## config.mk

```make
export PLATFORM = sky130hd
export DESIGN_NAME = chip8_draw_engine
export DESIGN_NICKNAME = d
export VERILOG_FILES = /design/src/rtl/chip8_pkg.sv /design/src/rtl/chip8_sprite_align.sv /design/src/rtl/chip8_draw_engine.sv
export SDC_FILE = /design/constraint.sdc
export NUM_CORES = 1
export LEC_CHECK = 0
export CAP_MARGIN = 20
export CORE_ASPECT_RATIO = 0.75
export CORE_UTILIZATION = 35
export CTS_CLUSTER_DIAMETER = 50
export CTS_CLUSTER_SIZE = 12
export DETAILED_ROUTE_END_ITERATION = 10
export HOLD_SLACK_MARGIN = 0.03
export PLACE_DENSITY_LB_ADDON = 0.05
export RECOVER_POWER = 100
export SYNTH_ARGS = -nofsm -noshare
export SYNTH_HDL_FRONTEND = slang
export SYNTH_SLANG_ARGS = --single-unit
```

## constraint.sdc

```tcl
create_clock -name clk_in -period 6.1 [get_ports clk_in]
set_clock_uncertainty 0.15 [all_clocks]
set_input_delay 1.525 -clock clk_in [delete_from_list [all_inputs] [get_ports clk_in]]
set_output_delay 1.525 -clock clk_in [all_outputs]
set_load 0.005 [all_outputs]
```

## src/rtl/chip8_pkg.sv

```systemverilog
// rtl/chip8_pkg.sv - shared VRAM geometry and draw engine state encoding
// Purpose: constants for the 64x32 1bpp frame buffer and the draw FSM state type.
// Ports: none (package).
package chip8_pkg;

    localparam int VRAM_W     = 64;
    localparam int VRAM_H     = 32;
    localparam int VRAM_BYTES = VRAM_W * VRAM_H / 8;

    typedef enum logic [3:0] {
        IDLE,
        CLR,
        ROW_WAIT,
        RD_L,
        WAIT_L,
        WR_L,
        RD_R,
        WAIT_R,
        WR_R,
        DONE
    } draw_state_t;

endpackage

```

## src/rtl/chip8_sprite_align.sv

```systemverilog
// rtl/chip8_sprite_align.sv - splits one sprite row across two VRAM bytes
// Purpose: combinational placement of an 8-pixel sprite row at a bit offset.
// Ports:
//   spr_data  in   8  sprite row, MSB = leftmost pixel
//   shift     in   3  pixel offset inside the first VRAM byte (x[2:0])
//   mask_l    out  8  XOR mask for the byte holding the sprite's left edge
//   mask_r    out  8  XOR mask for the following byte
//   r_en      out  1  the right byte carries pixels (shift != 0)
module chip8_sprite_align
    import chip8_pkg::*;
(
    input  logic [7:0] spr_data,
    input  logic [2:0] shift,
    output logic [7:0] mask_l,
    output logic [7:0] mask_r,
    output logic       r_en
);

    // Shifting the row through a 16-bit window yields both halves at once;
    // pixels pushed past bit 8 land in the right-hand byte.
    logic [15:0] spread;

    assign spread = {spr_data, 8'h00} >> shift;
    assign mask_l = spread[15:8];
    assign mask_r = spread[7:0];
    assign r_en   = (shift != 3'd0);

endmodule

```

## src/rtl/chip8_draw_engine.sv

```systemverilog
// rtl/chip8_draw_engine.sv - CHIP-8 CLS/DRW engine doing read-modify-write on VRAM
// Purpose: executes clear-screen and sprite draw ops against the video port of
// chip8_memory, XOR-ing sprite rows into the 64x32 frame buffer and reporting VF.
// Ports:
//   clk_in, rst_in (async, active-low)
//   cls_in / draw_in      start pulses, cls wins, ignored while busy_out
//   x_in, y_in, n_in      draw origin (x mod 64, y mod 32) and row count
//   spr_valid_in/spr_data_in/spr_ready_out  sprite byte stream
//   video_addr_out/we_out/valid_out/data_out/type_out, video_ready_in  request side
//   video_rvalid_in/video_rdata_in          read return
//   busy_out, done_out (1-cycle), collision_out (VF)
module chip8_draw_engine
    import chip8_pkg::*;
#(
    parameter int WIDTH = 8,
    parameter int CLIP  = 1
) (
    input  logic             clk_in,
    input  logic             rst_in,
    input  logic             cls_in,
    input  logic             draw_in,
    input  logic [7:0]       x_in,
    input  logic [7:0]       y_in,
    input  logic [3:0]       n_in,
    input  logic             spr_valid_in,
    input  logic [WIDTH-1:0] spr_data_in,
    output logic             spr_ready_out,
    output logic [15:0]      video_addr_out,
    output logic             video_we_out,
    output logic             video_valid_out,
    output logic [WIDTH-1:0] video_data_out,
    output logic             video_type_out,
    input  logic             video_ready_in,
    input  logic             video_rvalid_in,
    input  logic [WIDTH-1:0] video_rdata_in,
    output logic             busy_out,
    output logic             done_out,
    output logic             collision_out
);

    localparam logic [7:0] LAST_BYTE = 8'(VRAM_BYTES - 1);

    draw_state_t state_q, state_d, after_row;

    logic [5:0] x_q;
    logic [4:0] y_q;
    logic [3:0] n_q;
    logic [3:0] row_q;
    logic [7:0] clr_q;
    logic [7:0] spr_q;
    logic [7:0] old_q;
    logic       coll_q;

    logic [7:0] mask_l, mask_r;
    logic       r_en, r_do;
    logic [5:0] row_sum;
    logic       row_off, row_last;
    logic [2:0] col_l, col_r;
    logic [15:0] addr_l, addr_r;
    logic       vid_hs;
    logic       unused_hi_bits;

    assign unused_hi_bits = ^{x_in[7:6], y_in[7:5]};

    chip8_sprite_align u_align (
        .spr_data (spr_q),
        .shift    (x_q[2:0]),
        .mask_l   (mask_l),
        .mask_r   (mask_r),
        .r_en     (r_en)
    );

    // Row sum kept one bit wider so rows below the screen are detectable
    // before wrapping; with CLIP=0 the low five bits give the wrapped row.
    assign row_sum  = {1'b0, y_q} + {2'b00, row_q};
    assign row_off  = (CLIP != 0) && (row_sum >= 6'(VRAM_H));
    assign row_last = (row_q == (n_q - 4'd1));
    assign col_l    = x_q[5:3];
    assign col_r    = col_l + 3'd1;
    // Right half is dropped at the right edge when clipping; otherwise col_r wraps to 0.
    assign r_do     = r_en && !((CLIP != 0) && (col_l == 3'd7));
    assign addr_l   = {8'h00, row_sum[4:0], col_l};
    assign addr_r   = {8'h00, row_sum[4:0], col_r};
    assign after_row = row_last ? DONE : ROW_WAIT;
    assign vid_hs   = video_valid_out && video_ready_in;

    assign busy_out       = (state_q != IDLE);
    assign done_out       = (state_q == DONE);
    assign collision_out  = coll_q;
    assign video_type_out = 1'b0;

    always_ff @(posedge clk_in or negedge rst_in) begin
        if (!rst_in) begin
            state_q <= IDLE;
        end else begin
            state_q <= state_d;
        end
    end

    always_comb begin
        state_d         = state_q;
        spr_ready_out   = 1'b0;
        video_valid_out = 1'b0;
        video_we_out    = 1'b0;
        video_addr_out  = 16'h0000;
        video_data_out  = '0;
        case (state_q)
            IDLE: begin
                if (cls_in) begin
                    state_d = CLR;
                end else if (draw_in) begin
                    state_d = (n_in == 4'd0) ? DONE : ROW_WAIT;
                end
            end
            CLR: begin
                video_valid_out = 1'b1;
                video_we_out    = 1'b1;
                video_addr_out  = {8'h00, clr_q};
                if (video_ready_in && (clr_q == LAST_BYTE)) begin
                    state_d = DONE;
                end
            end
            ROW_WAIT: begin
                spr_ready_out = 1'b1;
                if (spr_valid_in) begin
                    state_d = row_off ? after_row : RD_L;
                end
            end
            RD_L: begin
                video_valid_out = 1'b1;
                video_addr_out  = addr_l;
                if (video_ready_in) state_d = WAIT_L;
            end
            WAIT_L: begin
                if (video_rvalid_in) state_d = WR_L;
            end
            WR_L: begin
                video_valid_out = 1'b1;
                video_we_out    = 1'b1;
                video_addr_out  = addr_l;
                video_data_out  = old_q ^ mask_l;
                if (video_ready_in) state_d = r_do ? RD_R : after_row;
            end
            RD_R: begin
                video_valid_out = 1'b1;
                video_addr_out  = addr_r;
                if (video_ready_in) state_d = WAIT_R;
            end
            WAIT_R: begin
                if (video_rvalid_in) state_d = WR_R;
            end
            WR_R: begin
                video_valid_out = 1'b1;
                video_we_out    = 1'b1;
                video_addr_out  = addr_r;
                video_data_out  = old_q ^ mask_r;
                if (video_ready_in) state_d = after_row;
            end
            DONE: begin
                state_d = IDLE;
            end
            default: begin
                state_d = IDLE;
            end
        endcase
    end

    always_ff @(posedge clk_in or negedge rst_in) begin
        if (!rst_in) begin
            x_q    <= '0;
            y_q    <= '0;
            n_q    <= '0;
            row_q  <= '0;
            clr_q  <= '0;
            spr_q  <= '0;
            old_q  <= '0;
            coll_q <= 1'b0;
        end else begin
            case (state_q)
                IDLE: begin
                    if (cls_in) begin
                        clr_q  <= '0;
                        coll_q <= 1'b0;
                    end else if (draw_in) begin
                        x_q    <= x_in[5:0];
                        y_q    <= y_in[4:0];
                        n_q    <= n_in;
                        row_q  <= '0;
                        coll_q <= 1'b0;
                    end
                end
                CLR: begin
                    if (vid_hs) clr_q <= clr_q + 8'd1;
                end
                ROW_WAIT: begin
                    if (spr_valid_in) begin
                        spr_q <= spr_data_in;
                        // A clipped row still consumes its byte but skips all traffic.
                        if (row_off) row_q <= row_q + 4'd1;
                    end
                end
                WAIT_L: begin
                    if (video_rvalid_in) begin
                        old_q  <= video_rdata_in;
                        coll_q <= coll_q | (|(video_rdata_in & mask_l));
                    end
                end
                WR_L: begin
                    if (vid_hs && !r_do) row_q <= row_q + 4'd1;
                end
                WAIT_R: begin
                    if (video_rvalid_in) begin
                        old_q  <= video_rdata_in;
                        coll_q <= coll_q | (|(video_rdata_in & mask_r));
                    end
                end
                WR_R: begin
                    if (vid_hs) row_q <= row_q + 4'd1;
                end
                default: begin
                end
            endcase
        end
    end

endmodule
```

==> qor.csv <==
stage,metric,value,unit
global_routing,track_usage,19.7,%
placed_design,numPortBuffers,59,
timing,rsz0062_at_grt,no,
yosys,netlist_area,0.00364,sq mm
timing,max_slew.worst_pin.slew,2780,ps
yosys,yosysSeqAreaShare,33.0,%
clocking,cts_resized,0,
floorplan,coreArea,0.00989,sq mm
floorplan,dieWidth,120,um
min_path,hp-class,reg2reg,
power,vdd_drop_max,0.175,mV
critical_path,worstPathRequired,4430,ps
clocking,cts_hold_buffers,0,
min_path,worst_hold_startpoint,old_q[3]$_DFFE_PN0P_,
global_routing,grt_max_degree,49,
drt,routed_via_density,5.59,
yosys,synth_edf_count,0,
yosys,ys_ff_latch,48,
run_status,violations,"capacitance limit, slew limit",
timing,finalCritPeriodShare,78.5,%
clocking,tritoncts.num_buffers,5,
critical_path,r2r_start,state_q[0]$_DFFE_PN0P_,
yosys,synthCells,392,
layout,nets,495,
yosys,yosysWarnings,0,
clocking,clk_latency,290,ps
yosys,synth_most_common_cell,dfrtp_1,
critical_path,ff2ff_path_depth,4,
layout,antenna-diode-count,0,
clocking,cts_setup_buffers,0,
clocking,htreeDepth,2,
clocking,cts_tree,built,
timing,setup-violations-final,0,
global_routing,grt_pass1_wl,16.6,mm
drt,drc,0,
critical_path,worstPathArrival,3110,ps
run_status,status,finished with violations,
power,power,0.00216,W
floorplan,start_util,36.8,%
global_routing,grt_overflow_total,0,
yosys,post-synth-top-area-cell,dfrtp_1,
drt,wl,10.1,mm
floorplan,io_pins,74,
drt,drtPass1Iterations,5,
global_routing,antenna_found_initial,0,
timing,period_needed,4790,ps
yosys,yosysTopAreaCellShare,33.0,%
critical_path,r2r_slack,2910,ps
floorplan,die_y,90.3,um
critical_path,worst_setup_path_end_kind,output pin,
timing,fin_tns_setup,0,ps
yosys,synth_area_leaders,"dfrtp_1, mux2_2, ha_1, nand2_1, mux2i_1",
clocking,clock_sinks,48,
yosys,syn_avg_cell_area,9.28,sq um
layout,area_growth,22.0,%
timing,slew_headroom,-85.0,%
drt,drtIter0Drc,232,
min_path,hold_path_end,old_q[3]$_DFFE_PN0P_,
yosys,async_flop_share,100,%
clocking,cts_root_buffer,clkbuf_16,
clocking,cts_buffer_depth,2,
drt,vias,3212,
power,p_leak,1.89,nW
yosys,synthTopCellsByCount,"dfrtp_1, mux2_2, nand2_1",
floorplan,die_area,0.0108,sq mm
yosys,synth.distinct_cells,61,
clocking,clkTransAtPathRegs,70,ps
critical_path,crit_fanout,21,
timing,fmax,0.209,GHz
drt,antenna_left,0,
layout,final_util,44.8,%
layout,drive_above_1_share,12.6,%
critical_path,rr_endpoint,x_q[3]$_DFFE_PN0P_,
min_path,min_path_cells,1,
run,cap_violations,1,
timing,slew_violations,49,
power,p_per_area,487,mW/mm^2
global_routing,grt_pass1_vias,2987,
timing,hold_violations,0,
placed_design,gp_congestion,0.903,
placed_design,dp_hpwl,7.54,mm
critical_path,path_class,reg2out,
yosys,synth_flop_cell,dfrtp_1,
drt,routedWlPerCell,17.6,um
critical_path,critPathLaunchType,flip-flop,
floorplan,rows,31,
[cells in the final DEF (no fill, tap or decap), types with 10 or more instances in the layout]
master	instances
xnor2_1	10
o21ai_0	20
dfrtp_1	48
mux2_2	35
nand3_1	15
dlygate4sd3_1	26
clkdlybuf4s50_1	32
a21oi_1	19
mux2i_1	10
inv_1	16
nor2_1	26
nand2_1	29
[where the power goes]
part	leakage (nW)	switching [W]	internal, W
combinational	1.22	0.000606	0.000601
clock	0.0691	0.000131	0.000164
sequential	0.602	0.000210	0.000449
total	1.89	0.000947	0.00121
[per-layer routing]
metal,up-vias,global-route usage (%),wire length [um]
met5,-,0,0
met3,5,3.28,606
met4,0,3.54,53
met1,1566,32.1,5380
li1,1537,-,-
met2,104,26.4,4110
[layout make-up]
| class | instances | area, sq um |
|---|---|---|
| inverter | 17 | 63.8 |
| multi-input combinational | 306 | 2230 |
| timing repair buffer | 64 | 616 |
| tap | 132 | 165 |
| fill | 1007 | 5460 |
| sequential | 48 | 1200 |
| clock buffer | 6 | 139 |
| clock inverter | 2 | 15.0 |
[registers in the layout (all words and copies together) (netlist names)]
register,flops
clr_q,8
collision_out,1
n_q,4
old_q,8
row_q,4
spr_q,8
state_q,4
x_q,6
y_q,5
[worst max-delay path by stage]
stage / startpoint / to / slack [ps] / cells after the start
final: state_q[2]$_DFFE_PN0P_ / video_data_out[1] / 1310 / 6
after global routing: state_q[2]$_DFFE_PN0P_ / video_data_out[2] / 1080 / 6
after CTS: state_q[2]$_DFFE_PN0P_ / video_data_out[2] / 1340 / 6
after detailed placement: state_q[2]$_DFFE_PN0P_ / video_data_out[2] / 1690 / 6
after global placement: state_q[2]$_DFFE_PN0P_ / video_data_out[2] / 1640 / 6
after floorplan: state_q[2]$_DFFE_PN0P_ / video_data_out[1] / 2630 / 7
[logic make-up (layout without fill, tap and decap cells)]
family / Yosys count / after routing / synth area share [%]
other: 1 / 9 / 0.103
DFF: 48 / 48 / 33.0
muxes: 49 / 49 / 16.1
buffers and inverters: 46 / 89 / 6.16
AOI/OAI and AO/OA: 93 / 93 / 17.5
xor gates and xnor gates: 17 / 17 / 4.47
and+or+nand+nor: 128 / 128 / 19.0
adders and majority gates: 10 / 10 / 3.65
[metrics by stage]
step	hold WS [ps]	instances	area, sq um	setup slack, ps
after floorplan	331	400	3670	2630
after global placement	344	567	4290	1640
final	368	575	4430	1310
after detailed placement	350	567	4290	1690
after CTS	366	575	4450	1340
after global routing	384	575	4430	1080
[critical path, stage by stage (launching register included)]
cell,delay (ps)
dfrtp_1,630
or4b_1,800
nor2_1,170
o311ai_0,170
a21o_1,230
a21oi_1,200
dlygate4sd3_1,600
(Power assumes the default switching activity.)
